--- config.mk ---
export PLATFORM = sky130hd
export DESIGN_NAME = udma_rx_dp_out_mchan_chkr
export DESIGN_NICKNAME = d
export VERILOG_FILES = /design/src/rtl/udma_rx_dp_out_mchan_chkr_pkg.sv /design/src/rtl/udma_rx_dp_out_ch_chkr.sv /design/src/rtl/udma_rx_dp_out_mchan_chkr.sv
export SDC_FILE = /design/constraint.sdc
export NUM_CORES = 1
export LEC_CHECK = 0
export CORE_AREA = 2 2 172 174
export CTS_CLUSTER_DIAMETER = 40
export DETAILED_ROUTE_END_ITERATION = 6
export DIE_AREA = 0 0 174 176
export MAX_ROUTING_LAYER = met4
export PLACE_DENSITY = 0.76
export SYNTH_ARGS = -nofsm -noshare
export SYNTH_HDL_FRONTEND = slang
export SYNTH_SLANG_ARGS = --single-unit
--- constraint.sdc ---
create_clock -name clk -period 9.1 [get_ports clk]
set_input_delay 1.365 -clock clk [delete_from_list [all_inputs] [get_ports clk]]
set_output_delay 1.365 -clock clk [all_outputs]
set_load 0.005 [all_outputs]
--- src/rtl/udma_rx_dp_out_mchan_chkr_pkg.sv ---
// Shared types and constants for the multi-channel RX data-path-out checker.
package udma_rx_dp_out_mchan_chkr_pkg;

    typedef enum logic {
        ST_IDLE = 1'b0,
        ST_PEND = 1'b1
    } ch_state_e;

    typedef enum logic [1:0] {
        ERR_DROP    = 2'd0,
        ERR_STABLE  = 2'd1,
        ERR_TIMEOUT = 2'd2,
        ERR_SIZE    = 2'd3
    } err_code_e;

    localparam int unsigned ERR_N       = 4;
    localparam int unsigned BIT_DROP    = 0;
    localparam int unsigned BIT_STABLE  = 1;
    localparam int unsigned BIT_TIMEOUT = 2;
    localparam int unsigned BIT_SIZE    = 3;

    localparam logic [1:0] SIZE_RSVD = 2'b11;

    // Highest-priority error code among a set of same-cycle detections
    function automatic err_code_e pick_code(input logic [ERR_N-1:0] det);
        if (det[BIT_DROP]) begin
            return ERR_DROP;
        end else if (det[BIT_STABLE]) begin
            return ERR_STABLE;
        end else if (det[BIT_TIMEOUT]) begin
            return ERR_TIMEOUT;
        end
        return ERR_SIZE;
    endfunction

endpackage

--- src/rtl/udma_rx_dp_out_ch_chkr.sv ---
// Single-channel valid/ready protocol checker with sticky errors and transfer count.
module udma_rx_dp_out_ch_chkr
    import udma_rx_dp_out_mchan_chkr_pkg::*;
#(
    parameter int unsigned DATA_W  = 32,
    parameter int unsigned TIMEOUT = 256,
    parameter int unsigned CNT_W   = 16
) (
    input  logic              clk,
    input  logic              reset,
    input  logic              enable,
    input  logic              clr,
    input  logic              valid,
    input  logic              ready,
    input  logic [DATA_W-1:0] data,
    input  logic [1:0]        size,
    output logic [ERR_N-1:0]  det_c,
    output logic              err_pulse,
    output logic [ERR_N-1:0]  err_sticky,
    output logic [CNT_W-1:0]  xfer_cnt
);

    // Wide enough to hold TIMEOUT so the equality compare can hit it
    localparam int unsigned WAIT_W = (TIMEOUT < 2) ? 1 : $clog2(TIMEOUT + 1);

    ch_state_e          state_q;
    ch_state_e          state_d;
    logic [DATA_W-1:0]  lat_data;
    logic [1:0]         lat_size;
    logic [WAIT_W-1:0]  wait_q;
    logic [WAIT_W-1:0]  wait_d;
    logic               lat_ld;
    logic               xfer_c;

    // Next state, detections, wait-counter update and completion strobe
    always_comb begin
        state_d = state_q;
        wait_d  = wait_q;
        lat_ld  = 1'b0;
        xfer_c  = 1'b0;
        det_c   = '0;
        if (enable) begin
            xfer_c = valid & ready;
            if (valid && (size == SIZE_RSVD)) begin
                det_c[BIT_SIZE] = 1'b1;
            end
            case (state_q)
                ST_IDLE: begin
                    if (valid && !ready) begin
                        state_d = ST_PEND;
                        lat_ld  = 1'b1;
                        wait_d  = '0;
                    end
                end
                ST_PEND: begin
                    wait_d = (wait_q == '1) ? wait_q : wait_q + WAIT_W'(1);
                    // Fires on the step that reaches TIMEOUT, never while parked there
                    if ((TIMEOUT != 0) && (wait_d == WAIT_W'(TIMEOUT))
                        && (wait_q != WAIT_W'(TIMEOUT))) begin
                        det_c[BIT_TIMEOUT] = 1'b1;
                    end
                    if (!valid) begin
                        det_c[BIT_DROP] = 1'b1;
                        state_d         = ST_IDLE;
                    end else begin
                        if ((data != lat_data) || (size != lat_size)) begin
                            det_c[BIT_STABLE] = 1'b1;
                        end
                        if (ready) begin
                            state_d = ST_IDLE;
                        end
                    end
                end
                default: state_d = ST_IDLE;
            endcase
        end else begin
            state_d = ST_IDLE;
        end
    end

    // State, latched beat, error strobe, sticky bits and completion counter
    always_ff @(posedge clk or posedge reset) begin
        if (reset) begin
            state_q    <= ST_IDLE;
            wait_q     <= '0;
            lat_data   <= '0;
            lat_size   <= '0;
            err_pulse  <= 1'b0;
            err_sticky <= '0;
            xfer_cnt   <= '0;
        end else begin
            state_q   <= state_d;
            wait_q    <= wait_d;
            err_pulse <= |det_c;
            if (lat_ld) begin
                lat_data <= data;
                lat_size <= size;
            end
            if (enable) begin
                if (clr) begin
                    err_sticky <= det_c;
                    xfer_cnt   <= '0;
                end else begin
                    err_sticky <= err_sticky | det_c;
                    if (xfer_c && (xfer_cnt != '1)) begin
                        xfer_cnt <= xfer_cnt + CNT_W'(1);
                    end
                end
            end
        end
    end

endmodule

--- src/rtl/udma_rx_dp_out_mchan_chkr.sv ---
// Multi-channel RX data-path-out checker: per-channel checkers plus first-error capture.
module udma_rx_dp_out_mchan_chkr
    import udma_rx_dp_out_mchan_chkr_pkg::*;
#(
    parameter int unsigned N_CH    = 4,
    parameter int unsigned DATA_W  = 32,
    parameter int unsigned TIMEOUT = 256,
    parameter int unsigned CNT_W   = 16
) (
    input  logic                     clk,
    input  logic                     reset,
    input  logic                     enable,
    input  logic                     clr,
    input  logic [N_CH-1:0]          valid,
    input  logic [N_CH-1:0]          ready,
    input  logic [N_CH*DATA_W-1:0]   data,
    input  logic [N_CH*2-1:0]        size,
    output logic [N_CH-1:0]          err_pulse,
    output logic [N_CH*ERR_N-1:0]    err_sticky,
    output logic                     first_vld,
    output logic [3:0]               first_ch,
    output logic [1:0]               first_code,
    output logic [N_CH*CNT_W-1:0]    xfer_cnt
);

    logic [ERR_N-1:0] det_c [N_CH];
    logic             any_det;
    logic [3:0]       sel_ch;
    err_code_e        sel_code;

    for (genvar c = 0; c < N_CH; c++) begin : g_ch
        udma_rx_dp_out_ch_chkr #(
            .DATA_W  (DATA_W),
            .TIMEOUT (TIMEOUT),
            .CNT_W   (CNT_W)
        ) u_ch (
            .clk        (clk),
            .reset      (reset),
            .enable     (enable),
            .clr        (clr),
            .valid      (valid[c]),
            .ready      (ready[c]),
            .data       (data[c*DATA_W +: DATA_W]),
            .size       (size[c*2 +: 2]),
            .det_c      (det_c[c]),
            .err_pulse  (err_pulse[c]),
            .err_sticky (err_sticky[c*ERR_N +: ERR_N]),
            .xfer_cnt   (xfer_cnt[c*CNT_W +: CNT_W])
        );
    end

    // Lowest-index channel with any detection wins; code by per-channel priority
    always_comb begin
        any_det  = 1'b0;
        sel_ch   = '0;
        sel_code = ERR_DROP;
        for (int unsigned c = 0; c < N_CH; c++) begin
            if (!any_det && (det_c[c] != '0)) begin
                any_det  = 1'b1;
                sel_ch   = 4'(c);
                sel_code = pick_code(det_c[c]);
            end
        end
    end

    // First-error capture; clr reloads from any coincident detection
    always_ff @(posedge clk or posedge reset) begin
        if (reset) begin
            first_vld  <= 1'b0;
            first_ch   <= '0;
            first_code <= '0;
        end else if (enable) begin
            if (clr) begin
                first_vld  <= any_det;
                first_ch   <= any_det ? sel_ch : 4'd0;
                first_code <= any_det ? sel_code : 2'd0;
            end else if (!first_vld && any_det) begin
                first_vld  <= 1'b1;
                first_ch   <= sel_ch;
                first_code <= sel_code;
            end
        end
    end

endmodule

==> results_dict.tcl <==
set metrics [dict create \
    place_area_um2 16300 \
    synth_top_area_share 0.488 \
    pwr-share-comb 0.139 \
    cts_tree "built" \
    status "finished clean" \
    max-vdd-ir-drop_uv 158 \
    final_cells 1980 \
    synthAdderAreaFrac 0.0110 \
    drc 0 \
    synth.area.top_cells "dfrtp_1, mux2_2, xor2_1" \
    die_w_um 174 \
    die_y_um 176 \
    die_area_um2 30600 \
    drtPass1Iterations 5 \
    syn_to_final_growth_pct 30.9 \
    worstMarginPinSlew_ns 0.855 \
    fillCellCount 2360 \
    wl_per_cell_um 16.6 \
    ys_seq_area_frac 0.488 \
    drv_slew 0 \
    ant_nets 0 \
    synth_compound_area_frac 0.0792 \
    async_flop_share 1.00 \
    synth_cell_types 77 \
    hp-class "register to register" \
    tns_ns 0 \
    viasPerCell 5.39 \
    worstPathArrival_ns 4.18 \
    wirelength_um 32800 \
    fmax_ghz 0.267 \
    power_frac_seq 0.397 \
    antenna_cells 0 \
    yosysWarnings 0 \
    setup_viol 0 \
    switching_share 0.250 \
    synth.avg_cell_area_um2 10.3 \
    powerDensity_nw_per_um2 202 \
    yosys_most_used_dff "dfrtp_1" \
    crit_fanout 4 \
    power.internal_mw 2.70 \
    cp_top_family "simple AND/OR/NAND/NOR gates" \
    fin_crit_sh 0.411 \
    pre_cts_slack_ns 4.76 \
    synthMuxAreaShare 0.0933 \
    syn-instance-count 1323 \
    placedCellCount 1904 \
    start_util 0.476 \
    cts_buffers 42 \
    overflow 0 \
    synth-simple-area-share 0.182 \
    slowest_stage "clkdlybuf4s50_1" \
    regToRegSetupSlack_ns 6.09 \
    htree_levels 2 \
    drtIter0Drc 748 \
    drive_gt1_frac 0.133 \
    cp_cell_sequence "clkdlybuf4s50_1 -> xor2_1 -> nor4_1 -> nand3_1 -> nor3_1 -> a21oi_1 -> or2_1 -> o41a_4 -> o2111ai_2" \
    grt_first_pass_wirelength_um 54000 \
    crit_path_start_kind "primary input" \
    switchingPower_mw 0.900 \
    path_class "primary input to register" \
    period_needed_ns 3.74 \
    worst_slack_ns 5.36 \
    cts_setup_buffers 0 \
    ctsResizeCount 0 \
    relSlewSlack 0.424 \
    gr-usage-all-layers 0.222 \
    antenna_found_initial 0 \
    grt_pass1_vias 10700 \
    syn-cell-area_um2 13600 \
    gp_congestion 0.883 \
    cp.required_ns 9.54 \
    p_leak_nw 7.52 \
    io_pins 239 \
    place_hpwl_um 23200 \
    synth_largest_area_cell "dfrtp_1" \
    rsz0062_at_grt "no" \
    synth_xor_area_frac 0.122 \
    final-hold-violation-count 0 \
    slowest_delay_ns 0.50 \
    holdWs_ns 0.473 \
    core_area_um2 28500 \
    portBuffers 236 \
    cts_root_buf "clkbuf_16" \
    fin_util 0.623 \
    fin_nets 1724 \
    num_rows 62 \
    path_buf_inv 1 \
    clkLatencyLatePin_ns 0.53 \
    fin_area_um2 17800 \
    end_kind "register" \
    synth_edf_count 0 \
    cts_hold_buf 0 \
    synth_top_family_by_area "simple AND/OR/NAND/NOR gates" \
    clock-sinks 265 \
    drv_cap 0 \
    grt_max_degree 99 \
    clkTransAtPathRegs_ns 0.05 \
    power_mw 3.60 \
    power.share.clock 0.464 \
    ys_ff_latch 265 \
    fin_skew_ns 0.0152 \
    vias 10700 \
    cts_buffer_depth 3 \
]
worst register-to-register path: stages, from the launching register on:
cell	delay, ns
dfrtp_1	0.41
ha_1	0.23
nand2_1	0.17
nor4_4	0.41
mux2_1	0.37
a2111oi_2	0.45
a31oi_2	0.18
a211oi_1	0.39
o2111ai_1	0.20
o2111ai_2	0.13
power by group through the flow:
stage | sequential, mW | clock, mW | combinational (mW)
finish | 1.43 | 1.67 | 0.500
global placement | 1.44 | 0 | 0.491
floorplan | 1.43 | 0 | 0.325
CTS | 1.43 | 1.71 | 0.509
global route | 1.45 | 1.76 | 0.556
detailed placement | 1.45 | 0 | 0.504
metal layers:
metal / track usage / up-vias / part of all wire
met3: 0.0416 / 74 / 0.050
met2: 0.361 / 290 / 0.49
met4: 0.0837 / 0 / 0.032
met1: 0.277 / 5196 / 0.43
met5: - / - / 0
li1: - / 5104 / -
cell families (layout without fill, tap and decap cells):
logic type | count (synthesis) | after routing
xor gates and xnor gates | 189 | 189
buffers and inverters | 75 | 347
other | 1 | 2
and+or+nand+nor | 514 | 514
adders and majority gates | 12 | 12
muxes | 113 | 113
AOI/OAI and AO/OA | 154 | 154
DFF | 265 | 265
area by class of cell:
| type | instances | area (um2) | share of cell area |
|---|---|---|---|
| well taps | 384 | 480 | 0.0270 |
| clock inverters | 23 | 307 | 0.0172 |
| inverters | 24 | 97.6 | 0.00549 |
| clock buffers | 53 | 1180 | 0.0661 |
| multi-input cells | 984 | 6660 | 0.374 |
| repair buffers | 247 | 2440 | 0.137 |
| flip-flops and latches | 265 | 6630 | 0.373 |
cells in the mapped netlist, types with 3 or more instances:
library cell,number
nor3_1,27
dfrtp_1,265
a21boi_0,3
mux2_2,104
a21oi_1,34
o2111ai_1,3
a21o_1,3
or3_1,13
ha_1,12
nand2_1,205
o22ai_1,4
buf_4,7
inv_1,24
xnor2_1,85
and2_1,17
nand2b_1,5
a211oi_1,5
nand4_1,41
and4_1,12
a31oi_1,11
a22o_1,9
xor2_1,104
o21ai_1,4
buf_2,10
o31ai_1,4
nor2_1,91
a311oi_1,4
nand2_2,3
and3_1,12
mux2i_1,7
nor4_1,23
o21ai_0,39
nor2b_1,4
nand3_1,45
clkbuf_1,32
a41oi_1,3
sequential cells by signal, summed over array words and instances (netlist names):
name,cells
g_ch.u_ch.lat_size,8
first_code,2
g_ch.u_ch.wait_q,36
g_ch.u_ch.lat_data,128
g_ch.u_ch.err_sticky,16
first_vld,1
g_ch.u_ch.xfer_cnt,64
first_ch,2
g_ch.u_ch.state_q,4
g_ch.u_ch.err_pulse,4
path summary, 6_finish.rpt:
path / startpoint / to / depth (start not counted)
setup / recovery: size[4] / first_code[0] / 9
hold / removal: g_ch[1].u_ch.err_sticky[3] / g_ch[1].u_ch.err_sticky[3] / 2
setup reg to reg: g_ch[3].u_ch.wait_q[1] / first_code[0] / 9
hold reg to reg: g_ch[1].u_ch.err_sticky[3] / g_ch[1].u_ch.err_sticky[3] / 2
max in group asynchronous: reset / g_ch[3].u_ch.lat_data[7] / 4
min in group asynchronous: reset / g_ch[1].u_ch.lat_data[18] / 2
placed cells by master, fill, tap and decap left out, types with 34 or more instances in the layout:
cell type / instances
dfrtp_1: 265
clkdlybuf4s50_1: 236
nand2_1: 205
mux2_2: 104
xor2_1: 104
nor2_1: 91
xnor2_1: 85
nand3_1: 45
clkbuf_16: 45
nand4_1: 41
o21ai_0: 39
a21oi_1: 34
Note: power is estimated with default switching activity, not from simulation.
